**src/rtl/addr_adder_arbiter_if.sv**
```systemverilog
// Request/response bundle for the shared-adder arbiter: NUM_REQ packed
// requesters on one side, a single registered result on the other.
interface addr_adder_arbiter_if #(
   parameter int DATA_WIDTH = 32,
   parameter int ID_WIDTH   = 2
);
   localparam int NUM_REQ = 2 ** ID_WIDTH;

   logic [NUM_REQ-1:0]            req_valid;
   logic [NUM_REQ*DATA_WIDTH-1:0] req_data0;
   logic [NUM_REQ*DATA_WIDTH-1:0] req_data1;
   logic [NUM_REQ-1:0]            req_ready;
   logic                          rsp_valid;
   logic                          rsp_ready;
   logic [ID_WIDTH-1:0]           rsp_id;
   logic [DATA_WIDTH-1:0]         rsp_sum;

   modport master (
      output req_valid, req_data0, req_data1, rsp_ready,
      input  req_ready, rsp_valid, rsp_id, rsp_sum
   );

   modport slave (
      input  req_valid, req_data0, req_data1, rsp_ready,
      output req_ready, rsp_valid, rsp_id, rsp_sum
   );
endinterface

```
**src/rtl/addr_adder_arbiter.sv**
```systemverilog
// Round-robin arbiter feeding one shared adder; the winner's sum lands in a
// single-entry result register that drains through a valid/ready handshake.
module addr_adder_arbiter #(
   parameter int DATA_WIDTH = 32,
   parameter int ID_WIDTH   = 2
) (
   input logic                clk,
   input logic                rst_n,
   addr_adder_arbiter_if.slave bus
);
   localparam int NUM_REQ = 2 ** ID_WIDTH;

   typedef enum logic {EMPTY, FULL} state_e;

   state_e                state_q, state_d;
   logic [ID_WIDTH-1:0]   ptr_q, ptr_d;
   logic [ID_WIDTH-1:0]   rsp_id_q, rsp_id_d;
   logic [DATA_WIDTH-1:0] rsp_sum_q, rsp_sum_d;

   logic [DATA_WIDTH-1:0] data0Arr [NUM_REQ];
   logic [DATA_WIDTH-1:0] data1Arr [NUM_REQ];
   logic                  winnerFound;
   logic [ID_WIDTH-1:0]   winnerIdx;
   logic                  canAccept;
   logic                  grant;
   logic [DATA_WIDTH-1:0] opA, opB, adderSum;

   for (genvar g = 0; g < NUM_REQ; g++) begin : gUnpack
      assign data0Arr[g] = bus.req_data0[g*DATA_WIDTH +: DATA_WIDTH];
      assign data1Arr[g] = bus.req_data1[g*DATA_WIDTH +: DATA_WIDTH];
   end

   // Scan from ptr upward with natural ID_WIDTH wrap; first valid requester wins.
   always_comb begin
      logic [ID_WIDTH-1:0] scanIdx;
      winnerFound = 1'b0;
      winnerIdx   = '0;
      scanIdx     = '0;
      for (int k = 0; k < NUM_REQ; k++) begin
         scanIdx = ptr_q + ID_WIDTH'(k);
         if (!winnerFound && bus.req_valid[scanIdx]) begin
            winnerFound = 1'b1;
            winnerIdx   = scanIdx;
         end
      end
   end

   // rst_n gates acceptance so req_ready stays low throughout reset.
   assign canAccept = rst_n && ((state_q == EMPTY) || bus.rsp_ready);
   assign grant     = winnerFound && canAccept;

   assign bus.req_ready = grant ? (NUM_REQ'(1) << winnerIdx) : '0;

   assign opA      = data0Arr[winnerIdx];
   assign opB      = data1Arr[winnerIdx];
   assign adderSum = opA + opB;

   always_comb begin
      state_d   = state_q;
      ptr_d     = ptr_q;
      rsp_id_d  = rsp_id_q;
      rsp_sum_d = rsp_sum_q;
      if (grant) begin
         state_d   = FULL;
         rsp_sum_d = adderSum;
         rsp_id_d  = winnerIdx;
         ptr_d     = winnerIdx + ID_WIDTH'(1);
      end else if ((state_q == FULL) && bus.rsp_ready) begin
         state_d = EMPTY;
      end
   end

   always_ff @(posedge clk or negedge rst_n) begin
      if (!rst_n) begin
         state_q   <= EMPTY;
         ptr_q     <= '0;
         rsp_id_q  <= '0;
         rsp_sum_q <= '0;
      end else begin
         state_q   <= state_d;
         ptr_q     <= ptr_d;
         rsp_id_q  <= rsp_id_d;
         rsp_sum_q <= rsp_sum_d;
      end
   end

   assign bus.rsp_valid = (state_q == FULL);
   assign bus.rsp_id    = rsp_id_q;
   assign bus.rsp_sum   = rsp_sum_q;
endmodule

```
**src/flat_wrapper.sv**
```systemverilog
// flat-port wrapper written by rule: the top's interface ports become plain ports
module addr_adder_arbiter_flat 
#(
   parameter int DATA_WIDTH = 32,
   parameter int ID_WIDTH   = 2
)
  (clk, rst_n, bus_req_valid, bus_req_data0, bus_req_data1, bus_rsp_ready, bus_req_ready, bus_rsp_valid, bus_rsp_id, bus_rsp_sum);
  addr_adder_arbiter_if #(.DATA_WIDTH(DATA_WIDTH), .ID_WIDTH(ID_WIDTH)) bus_i ();
  input logic clk;
  input logic rst_n;
  input wire logic [$bits(bus_i.req_valid)-1:0] bus_req_valid;
  input wire logic [$bits(bus_i.req_data0)-1:0] bus_req_data0;
  input wire logic [$bits(bus_i.req_data1)-1:0] bus_req_data1;
  input wire logic [$bits(bus_i.rsp_ready)-1:0] bus_rsp_ready;
  output wire logic [$bits(bus_i.req_ready)-1:0] bus_req_ready;
  output wire logic [$bits(bus_i.rsp_valid)-1:0] bus_rsp_valid;
  output wire logic [$bits(bus_i.rsp_id)-1:0] bus_rsp_id;
  output wire logic [$bits(bus_i.rsp_sum)-1:0] bus_rsp_sum;
  assign bus_i.req_valid = bus_req_valid;
  assign bus_i.req_data0 = bus_req_data0;
  assign bus_i.req_data1 = bus_req_data1;
  assign bus_i.rsp_ready = bus_rsp_ready;
  assign bus_req_ready = bus_i.req_ready;
  assign bus_rsp_valid = bus_i.rsp_valid;
  assign bus_rsp_id = bus_i.rsp_id;
  assign bus_rsp_sum = bus_i.rsp_sum;
  addr_adder_arbiter #(.DATA_WIDTH(DATA_WIDTH), .ID_WIDTH(ID_WIDTH)) u_core (.clk(clk), .rst_n(rst_n), .bus(bus_i));
endmodule
```
**config.mk**
```make
export PLATFORM = sky130hd
export DESIGN_NAME = addr_adder_arbiter_flat
export DESIGN_NICKNAME = d
export VERILOG_FILES = /design/src/rtl/addr_adder_arbiter_if.sv /design/src/rtl/addr_adder_arbiter.sv /design/src/flat_wrapper.sv
export SDC_FILE = /design/constraint.sdc
export NUM_CORES = 1
export LEC_CHECK = 0
export BUFFER_PORTS_ARGS = -buffer_cell sky130_fd_sc_hd__buf_2
export CORE_AREA = 2 2 118 120
export CTS_CLUSTER_DIAMETER = 50
export DETAILED_ROUTE_END_ITERATION = 8
export DIE_AREA = 0 0 120 122
export PLACE_DENSITY = 0.81
export SLEW_MARGIN = 0
export SYNTH_ARGS = -nofsm -noshare
export SYNTH_HDL_FRONTEND = slang
export SYNTH_SLANG_ARGS = --single-unit
```
**constraint.sdc**
```tcl
create_clock -name clk -period 8.4 [get_ports clk]
set_clock_uncertainty 0.15 [all_clocks]
set_input_delay 1.26 -clock clk [delete_from_list [all_inputs] [get_ports clk]]
set_output_delay 1.26 -clock clk [all_outputs]
set_load 0.05 [all_outputs]
```
* After elaboration in Yosys (flattened, before gate mapping)
Cells that the tools add are included.
** Storage, ports and cells
- Register bits :: 37
- Latch bits :: 0
- Bits in writable memories :: 0
- ROM bits :: 0
- Output and inout port bits :: 39
- Word-level logic and storage cells :: 53
- Memories :: 0
** Operators by class
- Add/subtract/negate cells :: 5
- Multipliers :: 0
- Divide/modulo/power cells :: 0
- $lt $le $gt $ge :: 5
- Equal/unequal tests :: 0
- Shifts and indexed selects :: 1
- Mux-type cells :: 25
- Bitwise operators :: 2
- Reductions and logical operators :: 11
** Operator list (count)
- 32-bit binary-select mux with 2-bit select :: 2
- 32-bit two-way mux :: 4
- 32-bit adder :: 1
- 2-bit by 3-bit < comparator with 1-bit output, second input constant :: 4
- 1-bit two-way mux :: 10
- 1-bit binary-select mux with 2-bit select :: 4
- 2-bit two-way mux :: 4
- 1-bit logical AND :: 6
- 2-bit by 1-bit adder with 2-bit output, second input constant :: 2
- 2-bit adder, second input constant :: 2
- 4-bit two-way mux :: 1
- 1-bit by 2-bit left shift with 4-bit output, first input constant :: 1
- 3-bit >= comparator, second input constant :: 1
- 1-bit logical NOT :: 3
- 2-bit inverter with 3-bit output :: 1
- 2-bit nonzero test :: 1
- 1-bit logical OR :: 1
- 1-bit inverter :: 1

* Longest topological paths before layout
Gate-level depths: netlist (run 1).
- Depth after elaboration :: 17
- Depth in mapped cells :: 19
- Mapped depth without buffers :: 17

* Worst setup path after synthesis (run 1)
No wires, ideal clock.
- Path type :: input port to flip-flop
- Start point :: input port bus_req_valid[1]
- End point :: register u_core.rsp_sum_q[30] (netlist: u_core.bus.rsp_sum[30])
- Data arrival time :: 4.385 ns
- Slack :: 3.734 ns
- Cell stages on the path :: 17
- Cells stage by stage :: nor2_1 a21oi_1 o221a_2 buf_2 buf_1 clkbuf_1 nand2_1 a31oi_1 fa_1 a211o_1 o211ai_2 a211oi_2 o41a_1 o311ai_1 a21oi_1 xnor2_1 o21ai_1
** On the way
- Word-level cells in the longest chain between the ends :: 17
** RTL lines
- start: declaration :: line flat_wrapper.sv:11 : input wire logic [$bits(bus_i.req_valid)-1:0] bus_req_valid;
- 1-bit binary-select mux with 2-bit select :: line addr_adder_arbiter.sv:41 : if (!winnerFound && bus.req_valid[scanIdx]) begin
- 1-bit two-way mux (not written as such) :: line addr_adder_arbiter.sv:41
- 1-bit two-way mux :: line addr_adder_arbiter.sv:41
- 1-bit logical NOT :: line addr_adder_arbiter.sv:41
- 1-bit logical AND :: line addr_adder_arbiter.sv:41
- 1-bit two-way mux :: line addr_adder_arbiter.sv:41
- 1-bit logical NOT :: line addr_adder_arbiter.sv:41
- 1-bit logical AND :: line addr_adder_arbiter.sv:41
- 1-bit two-way mux :: line addr_adder_arbiter.sv:41
- 1-bit logical NOT :: line addr_adder_arbiter.sv:41
- 1-bit logical AND :: line addr_adder_arbiter.sv:41
- 2-bit two-way mux :: line addr_adder_arbiter.sv:41
- 2-bit inverter with 3-bit output (not written as such) :: line addr_adder_arbiter.sv:54, addr_adder_arbiter.sv:55
- 32-bit binary-select mux with 2-bit select, on equally long branches :: line addr_adder_arbiter.sv:54, addr_adder_arbiter.sv:55
- 32-bit two-way mux, on equally long branches (2 in a row) :: line addr_adder_arbiter.sv:54, addr_adder_arbiter.sv:55
- 32-bit adder :: line addr_adder_arbiter.sv:56 : assign adderSum = opA + opB;
- end signal: assignment :: line addr_adder_arbiter.sv:83 : rsp_sum_q <= rsp_sum_d;
- end: declaration :: line addr_adder_arbiter.sv:18 : logic [DATA_WIDTH-1:0] rsp_sum_q, rsp_sum_d;
Parallel ways exist; a longest one is shown, timed or not. The select of a mux whose other input is x is not followed.
A chain may end at the register's enable or synchronous reset.

* Worst setup path after layout (run 1)
- Start point :: input port bus_req_valid[1]
- End point :: register u_core.rsp_sum_q[26] (netlist: u_core.bus.rsp_sum[26])
Same word-level chain as after synthesis.

==> impl_metrics.py, run 1 <==
metrics = {
    "status": {
        "status": "completed",
    },
    "yosys": {
        "netlist_instances": 774,
        "synth_area_sq_mm": 0.00490,
        "synth_cell_type_count": 47,
        "synth_ff_type": "dfrtp_1",
        "async_reset_ff_share_pct": 100,
        "syn_nets": 1073,
        "yosysTopAreaCell": "nand2_1",
        "synth_seq_cells": 37,
        "ys_warn_count": 0,
        "synth_edf_count": 0,
        "yosysSeqAreaShare_pct": 18.9,
        "synth.top_cell.area_share_pct": 23.0,
        "syn_avg_cell_area_sq_um": 6.33,
        "synthTopCellsByArea": "nand2_1 (23%), dfrtp_1 (19%), ha_1 (8.9%)",
    },
    "timing": {
        "hold_viol_final": 0,
        "slew_viol_final": 0,
        "fin_hold_ws_ns": 0.312,
        "rsz0062_at_grt": "false",
        "worst_pin_slew_ns": 0.899,
        "finalSetupTns_ns": 0,
        "max_slew_margin_pct": 39.9,
        "finalCritPeriodShare_pct": 65.3,
        "fmax_mhz": 182,
        "setup_viol": 0,
        "fin_crit_ns": 5.48,
    },
    "global_routing": {
        "grt_max_degree": 71,
        "grt_usage_pct": 24.7,
        "grt_pass1_vias": 6021,
        "grt_overflow_total": 0,
        "grt_pass1_wl_mm": 29.2,
        "antenna_found_initial": 1,
    },
    "floorplanning": {
        "rows": 43,
        "start_util_pct": 36.3,
        "die_h_microns": 122,
        "dieArea_sq_mm": 0.0146,
        "ios": 302,
        "core_area_sq_mm": 0.0135,
        "die_w_microns": 120,
    },
    "finish": {
        "diodes": 0,
        "design_area_sq_mm": 0.00670,
        "drive_above_1_share_pct": 31.6,
        "fin_nets": 1337,
        "fill_cells": 1406,
        "utilization_pct": 49.6,
        "syn_to_final_growth_pct": 36.6,
    },
    "clock_tree": {
        "clk_pin_slew_ns": 0.06,
        "clock_latency_ns": 0.28,
        "cts_max_path_buffers": 2,
        "numCtsBuffers": 5,
        "ctsResizeCount": 0,
        "htreeDepth": 2,
        "cts_hold_buf": 0,
        "cts_tree": "yes",
        "cts.sinks": 37,
        "cts-root-buf": "clkbuf_16",
        "postCtsSetupBuffers": 0,
    },
    "setup_path": {
        "crit_slowest_cell": "buf_4",
        "cp-end-kind": "register",
        "critPathRequiredTime_ns": 8.39,
        "cp_data_arrival_time_ns": 5.47,
        "crit_type": "in -> reg",
        "worstPathCellList": "buf_2, nor2_1, a21oi_1, o221a_4, inv_4, buf_4, nand2_1, and3_1, a31oi_1, ha_1, a21oi_1, o21ai_0, a31o_2, o41a_1, nor3_1, o31ai_1, xnor2_1, o21ai_0",
        "max_stage_delay_ns": 0.62,
        "crit_path_max_fanout": 66,
        "worstSetupStartpointType": "primary input",
    },
    "placed_design": {
        "dp.final_hpwl_mm": 14.9,
        "io_buffers": 301,
        "place_congestion": 0.955,
        "post_dp_cell_area_sq_mm": 0.00652,
    },
    "drt": {
        "vias_per_cell": 5.33,
        "vias": 6497,
        "drt-total-wl_mm": 18.7,
        "wl_per_cell_microns": 15.3,
        "drtPass1Iterations": 5,
        "antenna_left": 0,
        "drc": 0,
        "drt_first_iter_violations": 376,
    },
    "pwr": {
        "power.leakage_nw": 3.64,
        "peakVddDrop_mv": 0.166,
        "p_per_area_mw_per_mm2": 410,
    },
    "min_path": {
        "hp-class": "reg -> reg",
    },
    "run": {
        "drv_cap": 0,
    },
}
==> flip-flops by register name (all words and copies together) (netlist names) <==
name,cells
u_core.bus.rsp_valid,1
u_core.ptr_q,2
u_core.bus.rsp_sum,32
u_core.bus.rsp_id,2
==> logic make-up after synthesis <==
logic type | after synthesis | synth area share [%]
AO/OA/AOI/OAI | 196 | 25.3
XOR/XNOR | 26 | 4.65
adder cells (fa/ha/maj) | 36 | 9.34
buffers and inverters | 60 | 4.67
flip-flops | 37 | 18.9
AND/OR/NAND/NOR | 419 | 37.1
==> cell usage after synthesis, drive strengths merged, types with 2 or more instances <==
master and n:
xnor2 15, nor2 15, ha 35, buf 15, nand3 5, o211ai 5
o21bai 4, and3 65, clkbuf 36, a211oi 5, nand2b 7, a31o 2
a31oi 65, o21ai 41, or2 2, xor2 11, o21a 6, a21boi 4
or3 4, a211o 5, a21o 13, inv 9, nand4 5, dfrtp 37
and2 5, nand2 301, nor3 7, o31ai 5, a21oi 33
==> area by class of cell <==
type | instances | area, sq um | share of cell area [%]
multi-input cells | 677 | 3770 | 56.3
repair buffers | 308 | 1560 | 23.3
flip-flops and latches | 37 | 926 | 13.8
well taps | 180 | 225 | 3.36
clock buffers | 6 | 139 | 2.07
clock inverters | 2 | 37.5 | 0.561
inverters | 9 | 36.3 | 0.542
==> power breakdown <==
part | internal (mW) | total, mW | switching [mW]
logic | 0.790 | 2.21 | 1.42
registers | 0.264 | 0.316 | 0.0519
clock network | 0.148 | 0.221 | 0.0729
==> layout by cell type (no fill, tap or decap), types with 6 or more instances in the layout <==
cell / count
a21oi_1: 33
o21ai_1: 6
a21o_1: 13
o21a_1: 6
o21ai_0: 35
and3_1: 65
a31oi_1: 65
xnor2_1: 15
buf_2: 301
nand2_1: 301
nor3_1: 7
ha_1: 35
nor2_1: 15
nand2b_1: 6
xor2_1: 11
dfrtp_1: 37
inv_1: 7
buf_4: 7
==> metrics by stage <==
stage	cells	worst slack (ns)	total power [mW]
after floorplan	774	3.73	1.94
after global placement	1211	2.77	2.47
after detailed placement	1211	2.64	2.50
after CTS	1219	2.91	2.73
after global routing	1219	2.50	2.99
final	1219	2.92	2.75
==> path summary, 6_finish.rpt <==
| kind | cells after the start | startpoint | slack, ns | to |
|---|---|---|---|---|
| max reg2reg | 17 | u_core.ptr_q[1] | 3.53 | u_core.bus.rsp_sum[26] |
| min | 2 | u_core.bus.rsp_sum[18] | 0.31 | u_core.bus.rsp_sum[18] |
| max | 18 | bus_req_valid[1] | 2.92 | u_core.bus.rsp_sum[26] |
| max in group asynchronous | 1 | rst_n | 6.59 | u_core.bus.rsp_sum[19] |
| min reg2reg | 2 | u_core.bus.rsp_sum[18] | 0.31 | u_core.bus.rsp_sum[18] |
| min in group asynchronous | 1 | rst_n | 0.95 | u_core.bus.rsp_sum[16] |
==> per-layer routing <==
metal  up-vias  track usage, %  part of all wire, %
met1      2954            34.0                   44
met5         -               0                    0
met4         0            5.81                  1.3
met3        15            3.00                  8.3
li1       3231               -                    -
met2       297            41.2                   47
==> worst max-delay path, delay by kind of cell <==
kind,cells,cell delay [ns]
simple gates,4,0.67
fa+ha+maj,1,0.35
compound gates,9,1.76
xor+xnor,1,0.25
buf+inv,3,1.17
No activity file was read; power rests on OpenSTA's default activity.
==> inputs of run 2 (changes only) <==
--- a/config.mk
+++ b/config.mk
@@ -5,12 +5,13 @@
 export SDC_FILE = /design/constraint.sdc
 export NUM_CORES = 1
 export LEC_CHECK = 0
+export ABC_AREA = 1
 export BUFFER_PORTS_ARGS = -buffer_cell sky130_fd_sc_hd__buf_2
 export CORE_AREA = 2 2 118 120
 export CTS_CLUSTER_DIAMETER = 50
 export DETAILED_ROUTE_END_ITERATION = 8
 export DIE_AREA = 0 0 120 122
-export PLACE_DENSITY = 0.81
+export PLACE_DENSITY = 0.86
 export SLEW_MARGIN = 0
 export SYNTH_ARGS = -nofsm -noshare
 export SYNTH_HDL_FRONTEND = slang
==> constraint.sdc (replaced) <==
create_clock -name clk -period 5.1 [get_ports clk]
set_clock_uncertainty 0.15 [all_clocks]
set_input_delay 0.765 -clock clk [delete_from_list [all_inputs] [get_ports clk]]
set_output_delay 0.765 -clock clk [all_outputs]
set_load 0.05 [all_outputs]
==> run 2 against run 1 <==
Effect of this change:
- flip-flop and latch count did not move
- cell area is 6.3% higher
- final cell count is 10% higher
- register-to-register slack got worse by 2.9 ns
- non-clock buffer count increased by 3
- first-iteration DRC count is 67% higher
- core utilization is 3.1 points higher
- global-route usage increased by 2.3 points
- sequential share of layout area fell by 0.82 points
- critical path type is now reg -> reg
- critical endpoint is now u_core.bus.rsp_sum[21]
==> impl_metrics.py, run 2 <==
metrics = {
    "status": {
        "status": "completed",
    },
    "setup_path": {
        "crit_path_max_fanout": 68,
        "cp-end-kind": "register",
        "worstSetupStartpointType": "register",
        "crit_type": "reg -> reg",
        "cp_data_arrival_time_ns": 4.49,
        "critPathRequiredTime_ns": 5.07,
    },
    "drt": {
        "antenna_left": 0,
        "vias": 7268,
        "wl_per_cell_microns": 15.3,
        "drtPass1Iterations": 5,
        "vias_per_cell": 5.40,
        "drt_first_iter_violations": 628,
        "drt-total-wl_mm": 20.6,
        "drc": 0,
    },
    "finish": {
        "syn_to_final_growth_pct": 28.9,
        "utilization_pct": 52.7,
        "diodes": 0,
        "fin_cells": 1346,
        "drive_above_1_share_pct": 29.4,
        "largest_reg_flops": 32,
        "fill_cells": 1403,
        "mostFrequentLayoutCell": "buf_2",
        "most-common-layout-cells": "buf_2 (301), nor2_1 (173), nand2_1 (168)",
        "fin_nets": 1464,
    },
    "timing": {
        "max_slew_margin_pct": 48.6,
        "finalSetupTns_ns": 0,
        "hold_viol_final": 0,
        "fin_crit_ns": 4.52,
        "finalCritPeriodShare_pct": 88.6,
        "fmax_mhz": 221,
        "worst_pin_slew_ns": 0.768,
        "slew_viol_final": 0,
        "rsz0062_at_grt": "false",
        "setup_viol": 0,
    },
    "clock_tree": {
        "postCtsSetupBuffers": 0,
        "cts-root-buf": "clkbuf_16",
        "cts_max_path_buffers": 2,
        "htreeDepth": 2,
        "cts.sinks": 37,
        "cts_hold_buf": 0,
        "clock_latency_ns": 0.28,
        "numCtsBuffers": 5,
        "ctsResizeCount": 0,
        "cts_tree": "yes",
        "clk_pin_slew_ns": 0.06,
    },
    "floorplanning": {
        "die_w_microns": 120,
        "dieArea_sq_mm": 0.0146,
        "die_h_microns": 122,
        "core_area_sq_mm": 0.0135,
        "ios": 302,
        "rows": 43,
        "start_util_pct": 40.9,
    },
    "yosys": {
        "async_reset_ff_share_pct": 100,
        "synthTopCellsByArea": "dfrtp_1 (17%), nor2_1 (12%), nand2_1 (11%)",
        "synth_seq_cells": 37,
        "synth_area_sq_mm": 0.00552,
        "yosysSeqAreaShare_pct": 16.8,
        "yosysTopAreaCell": "dfrtp_1",
        "ys_warn_count": 0,
        "yosysMostFrequentCell": "nor2_1",
        "synth.top_cell.area_share_pct": 16.8,
        "synth_ff_type": "dfrtp_1",
        "syn_avg_cell_area_sq_um": 6.16,
        "netlist_instances": 896,
        "syn_nets": 1195,
        "netlist_top_cells_count": "nor2_1 (173), nand2_1 (169), o21ai_0 (121), o22ai_1 (62), inv_1 (53)",
        "synth_edf_count": 0,
        "synth_cell_type_count": 38,
    },
    "run": {
        "drv_cap": 0,
    },
    "placed_design": {
        "place_congestion": 0.996,
        "io_buffers": 301,
        "place_inst": 1338,
        "dp.final_hpwl_mm": 16.9,
    },
    "global_routing": {
        "grt_usage_pct": 27.0,
        "grt_max_degree": 81,
        "grt_overflow_total": 0,
        "grt_pass1_vias": 6564,
        "grt_pass1_wl_mm": 32.1,
        "antenna_found_initial": 0,
    },
    "min_path": {
        "hp-class": "reg -> reg",
    },
}
==> run 2: cell types whose count changed in the layout (fill, tap and decap cells not counted), sizes merged, moves of 7 or more <==
cell,change
and3,-65
nand2b,-7
nand2,-127
nand4,+7
o21ai,+129
a31oi,-57
inv,+47
nand3,+31
nor2,+159
o22ai,+61
==> run 2: cells by family after synthesis <==
| kind of cell | count (synthesis) | synth area share [%] |
|---|---|---|
| AOI/OAI and AO/OA | 295 | 29.9 |
| xor gates and xnor gates | 24 | 3.81 |
| adders and majority gates | 36 | 8.29 |
| buffers and inverters | 105 | 11.9 |
| DFF | 37 | 16.8 |
| and+or+nand+nor | 399 | 29.3 |
==> run 2: critical path, cell delays in order, from the launching register on <==
cell and delay, ns:
dfrtp_1 0.61, inv_8 0.08, nand2_1 0.09, nand2_2 0.09
nand2_1 0.07, nand2_1 0.05, nand2_1 0.07, nand2_1 0.05
nand2_1 0.12, nand3_4 0.25, inv_4 0.25, buf_12 0.26
o21ai_0 0.12, o22ai_1 0.35, ha_1 0.32, nand3_1 0.09
nand3_1 0.15, a21oi_1 0.25, o21ai_0 0.27, a21oi_1 0.28
xor2_1 0.21, o21ai_0 0.10
==> run 2: per-stage QoR <==
stage | setup WS, ns | hold WS [ns] | area [sq um]
finish | 0.581 | 0.322 | 7120
global route | 0.216 | 0.340 | 7120
CTS | 0.610 | 0.330 | 7120
detailed placement | 0.390 | 0.315 | 6940
global placement | 0.468 | 0.312 | 6940
floorplan | 1.41 | 0.319 | 5520
==> run 2: area by class of cell <==
cell class                 count  area [sq um]  share of cell area, %
timing repair buffer         311          1630                   22.9
multi-input combinational    754          3940                   55.3
tap                          180           225                   3.16
clock inverter                 2          37.5                  0.527
clock buffer                   6           139                   1.95
inverter                      56           220                   3.09
sequential                    37           926                   13.0
==> run 2: worst paths after layout <==
check,cells after the start,start,end,slack [ns]
min,2,u_core.bus.rsp_sum[27],u_core.bus.rsp_sum[27],0.32
max in group asynchronous,2,rst_n,u_core.bus.rsp_sum[19],4.06
min in group asynchronous,2,rst_n,u_core.bus.rsp_sum[1],0.38
min reg2reg,2,u_core.bus.rsp_sum[27],u_core.bus.rsp_sum[27],0.32
max,21,u_core.ptr_q[0],u_core.bus.rsp_sum[21],0.58
max reg2reg,21,u_core.ptr_q[0],u_core.bus.rsp_sum[21],0.58
==> run 2: per-layer routing <==
metal | track usage [%] | vias up | wire (microns)
met4 | 6.18 | 0 | 412
met5 | 0 | - | 0
met1 | 37.2 | 3287 | 8910
met2 | 45.0 | 337 | 9600
li1 | - | 3608 | -
met3 | 3.51 | 36 | 1680
Power of run 2 is left out: the tool's default activity adds up to more than one toggle a clock period on the data nets, which glitch-free logic cannot reach.
==> inputs of run 3 (changes only) <==
--- a/config.mk
+++ b/config.mk
@@ -7,11 +7,14 @@
 export LEC_CHECK = 0
 export ABC_AREA = 1
 export BUFFER_PORTS_ARGS = -buffer_cell sky130_fd_sc_hd__buf_2
-export CORE_AREA = 2 2 118 120
+export CELL_PAD_IN_SITES_DETAIL_PLACEMENT = 1
+export CELL_PAD_IN_SITES_GLOBAL_PLACEMENT = 2
+export CORE_ASPECT_RATIO = 1.25
+export CORE_MARGIN = 1
+export CORE_UTILIZATION = 22
 export CTS_CLUSTER_DIAMETER = 50
 export DETAILED_ROUTE_END_ITERATION = 8
-export DIE_AREA = 0 0 120 122
-export PLACE_DENSITY = 0.86
+export PLACE_DENSITY = 0.93
 export SLEW_MARGIN = 0
 export SYNTH_ARGS = -nofsm -noshare
 export SYNTH_HDL_FRONTEND = slang
==> run 3 against run 2 <==
Effect of this change:
- worst setup slack improved by 0.16 ns
- register-to-register slack improved by 0.16 ns
- final cell count increased by 11%
- critical endpoint is now u_core.bus.rsp_sum[16]
==> impl_metrics.py, run 3 (synthesis gave the netlist of run 2 again) <==
metrics = {
    "status": {
        "status": "completed",
    },
    "drt": {
        "vias": 7240,
        "drc": 0,
        "vias_per_cell": 4.83,
        "antenna_left": 0,
        "drt-total-wl_mm": 24.5,
        "drtPass1Iterations": 4,
        "drt_first_iter_violations": 298,
        "wl_per_cell_microns": 16.4,
    },
    "clock_tree": {
        "cts-root-buf": "clkbuf_16",
        "htreeDepth": 2,
        "cts.sinks": 37,
        "cts_max_path_buffers": 2,
        "cts_hold_buf": 0,
        "clk_pin_slew_ns": 0.06,
        "numCtsBuffers": 5,
        "cts_tree": "yes",
        "ctsResizeCount": 0,
        "clock_latency_ns": 0.28,
        "postCtsSetupBuffers": 0,
    },
    "placed_design": {
        "post_dp_cell_area_sq_mm": 0.00715,
        "dp.final_hpwl_mm": 20.4,
        "io_buffers": 301,
        "place_congestion": 0.940,
    },
    "floorplanning": {
        "rows": 64,
        "die_w_microns": 144,
        "core_area_sq_mm": 0.0246,
        "die_h_microns": 179,
        "start_util_pct": 22.5,
        "dieArea_sq_mm": 0.0257,
        "ios": 302,
    },
    "min_path": {
        "holdPathStages": 2,
        "hp-class": "reg -> reg",
    },
    "setup_path": {
        "critPathRequiredTime_ns": 5.09,
        "cp.buffers_inverters": 4,
        "rr_worst_depth": 21,
        "crit_slowest_cell": "dfrtp_1",
        "r2r-start": "u_core.ptr_q[0]",
        "cp-end-kind": "register",
        "crit_path_end": "u_core.bus.rsp_sum[16]",
        "crit_type": "reg -> reg",
        "path_delay_family": "compound AO/OA/AOI/OAI gates",
        "reg2reg_to": "u_core.bus.rsp_sum[16]",
        "rrSetupSlack_ns": 0.74,
        "startpoint": "u_core.ptr_q[0]",
        "crit_path_max_fanout": 52,
        "worstPathCellList": "inv_8, nand2_1, nand2_1, nand2_1, nand2_2, nor2_4, nand3_1, nand3_1, nand2_2, inv_2, buf_12, o21ai_0, o22ai_1, ha_1, a21oi_1, inv_1, a31oi_1, o21ai_0, a31oi_1, xor2_1, o21ai_0",
        "max_stage_delay_ns": 0.61,
        "cp_data_arrival_time_ns": 4.35,
        "worstSetupStartpointType": "register",
        "cp_num_cells": 21,
    },
    "timing": {
        "rsz0062_at_grt": "false",
        "finalSetupTns_ns": 0,
        "max_slew_margin_pct": 55.9,
        "fmax_mhz": 229,
        "finalCritPeriodShare_pct": 85.5,
        "fin_crit_ns": 4.36,
        "hold_viol_final": 0,
        "setup_viol": 0,
        "slew_viol_final": 0,
        "worst_pin_slew_ns": 0.660,
    },
    "finish": {
        "largest_reg_flops": 32,
        "multi_input_area_sq_mm": 0.00394,
        "final-seq-area_sq_um": 926,
        "most-common-layout-cells": "buf_2 (301), nor2_1 (173), nand2_1 (168)",
        "fill_cells": 3306,
        "drive_above_1_share_pct": 29.4,
        "mostFrequentLayoutCell": "buf_2",
        "syn_to_final_growth_pct": 32.0,
        "design_area_sq_mm": 0.00729,
        "fin_nets": 1466,
    },
    "global_routing": {
        "grt_overflow_total": 0,
        "antenna_found_initial": 2,
        "grt_usage_pct": 18.6,
        "grt_max_degree": 67,
        "grt_pass1_wl_mm": 37.4,
        "grt_pass1_vias": 7313,
    },
    "run": {
        "drv_cap": 0,
    },
}
-- run 3: through the flow --
stage | instances | utilization, % | hold slack (ns) | setup slack (ns)
floorplan | 896 | - | 0.319 | 1.41
global placement | 1490 | 29.1 | 0.309 | 0.549
detailed placement | 1490 | 29.1 | 0.311 | 0.492
CTS | 1497 | 29.6 | 0.327 | 0.699
global route | 1498 | 29.7 | 0.339 | 0.396
finish | 1498 | 29.7 | 0.329 | 0.739
-- run 3: metal layers --
metal / track usage (%) / share of wire (%) / up-vias
met3: 2.00 / 4.6 / 34
met2: 34.9 / 51 / 200
met4: 6.25 / 2.9 / 2
met5: 0 / 0.053 / -
li1: - / - / 3608
met1: 21.5 / 41 / 3396
-- run 3: how the worst min path moves through the flow --
stage / startpoint / to / slack [ns]
after floorplan: rst_n / u_core.bus.rsp_id[0] / 0.32
after global placement: u_core.bus.rsp_sum[0] / u_core.bus.rsp_sum[0] / 0.31
after detailed placement: u_core.bus.rsp_sum[26] / u_core.bus.rsp_sum[26] / 0.31
after CTS: u_core.bus.rsp_sum[26] / u_core.bus.rsp_sum[26] / 0.33
after global routing: u_core.bus.rsp_sum[26] / u_core.bus.rsp_sum[26] / 0.34
final: u_core.bus.rsp_sum[26] / u_core.bus.rsp_sum[26] / 0.33
-- run 3: tightest hold or removal path: stages, from the launching register on --
cell and delay (ns):
dfrtp_1 0.34, nand2_1 0.06, nand2_1 0.06
-- run 3: area by class of cell --
| type | instances | area share (%) |
|---|---|---|
| Antenna cell | 1 | 0.0343 |
| Clock buffer | 7 | 1.96 |
| Inverter | 56 | 3.02 |
| Multi-Input combinational cell | 754 | 54.0 |
| Sequential cell | 37 | 12.7 |
| Tap cell | 330 | 5.66 |
| Timing Repair Buffer | 313 | 22.6 |
Power of run 3 is left out for the same reason.
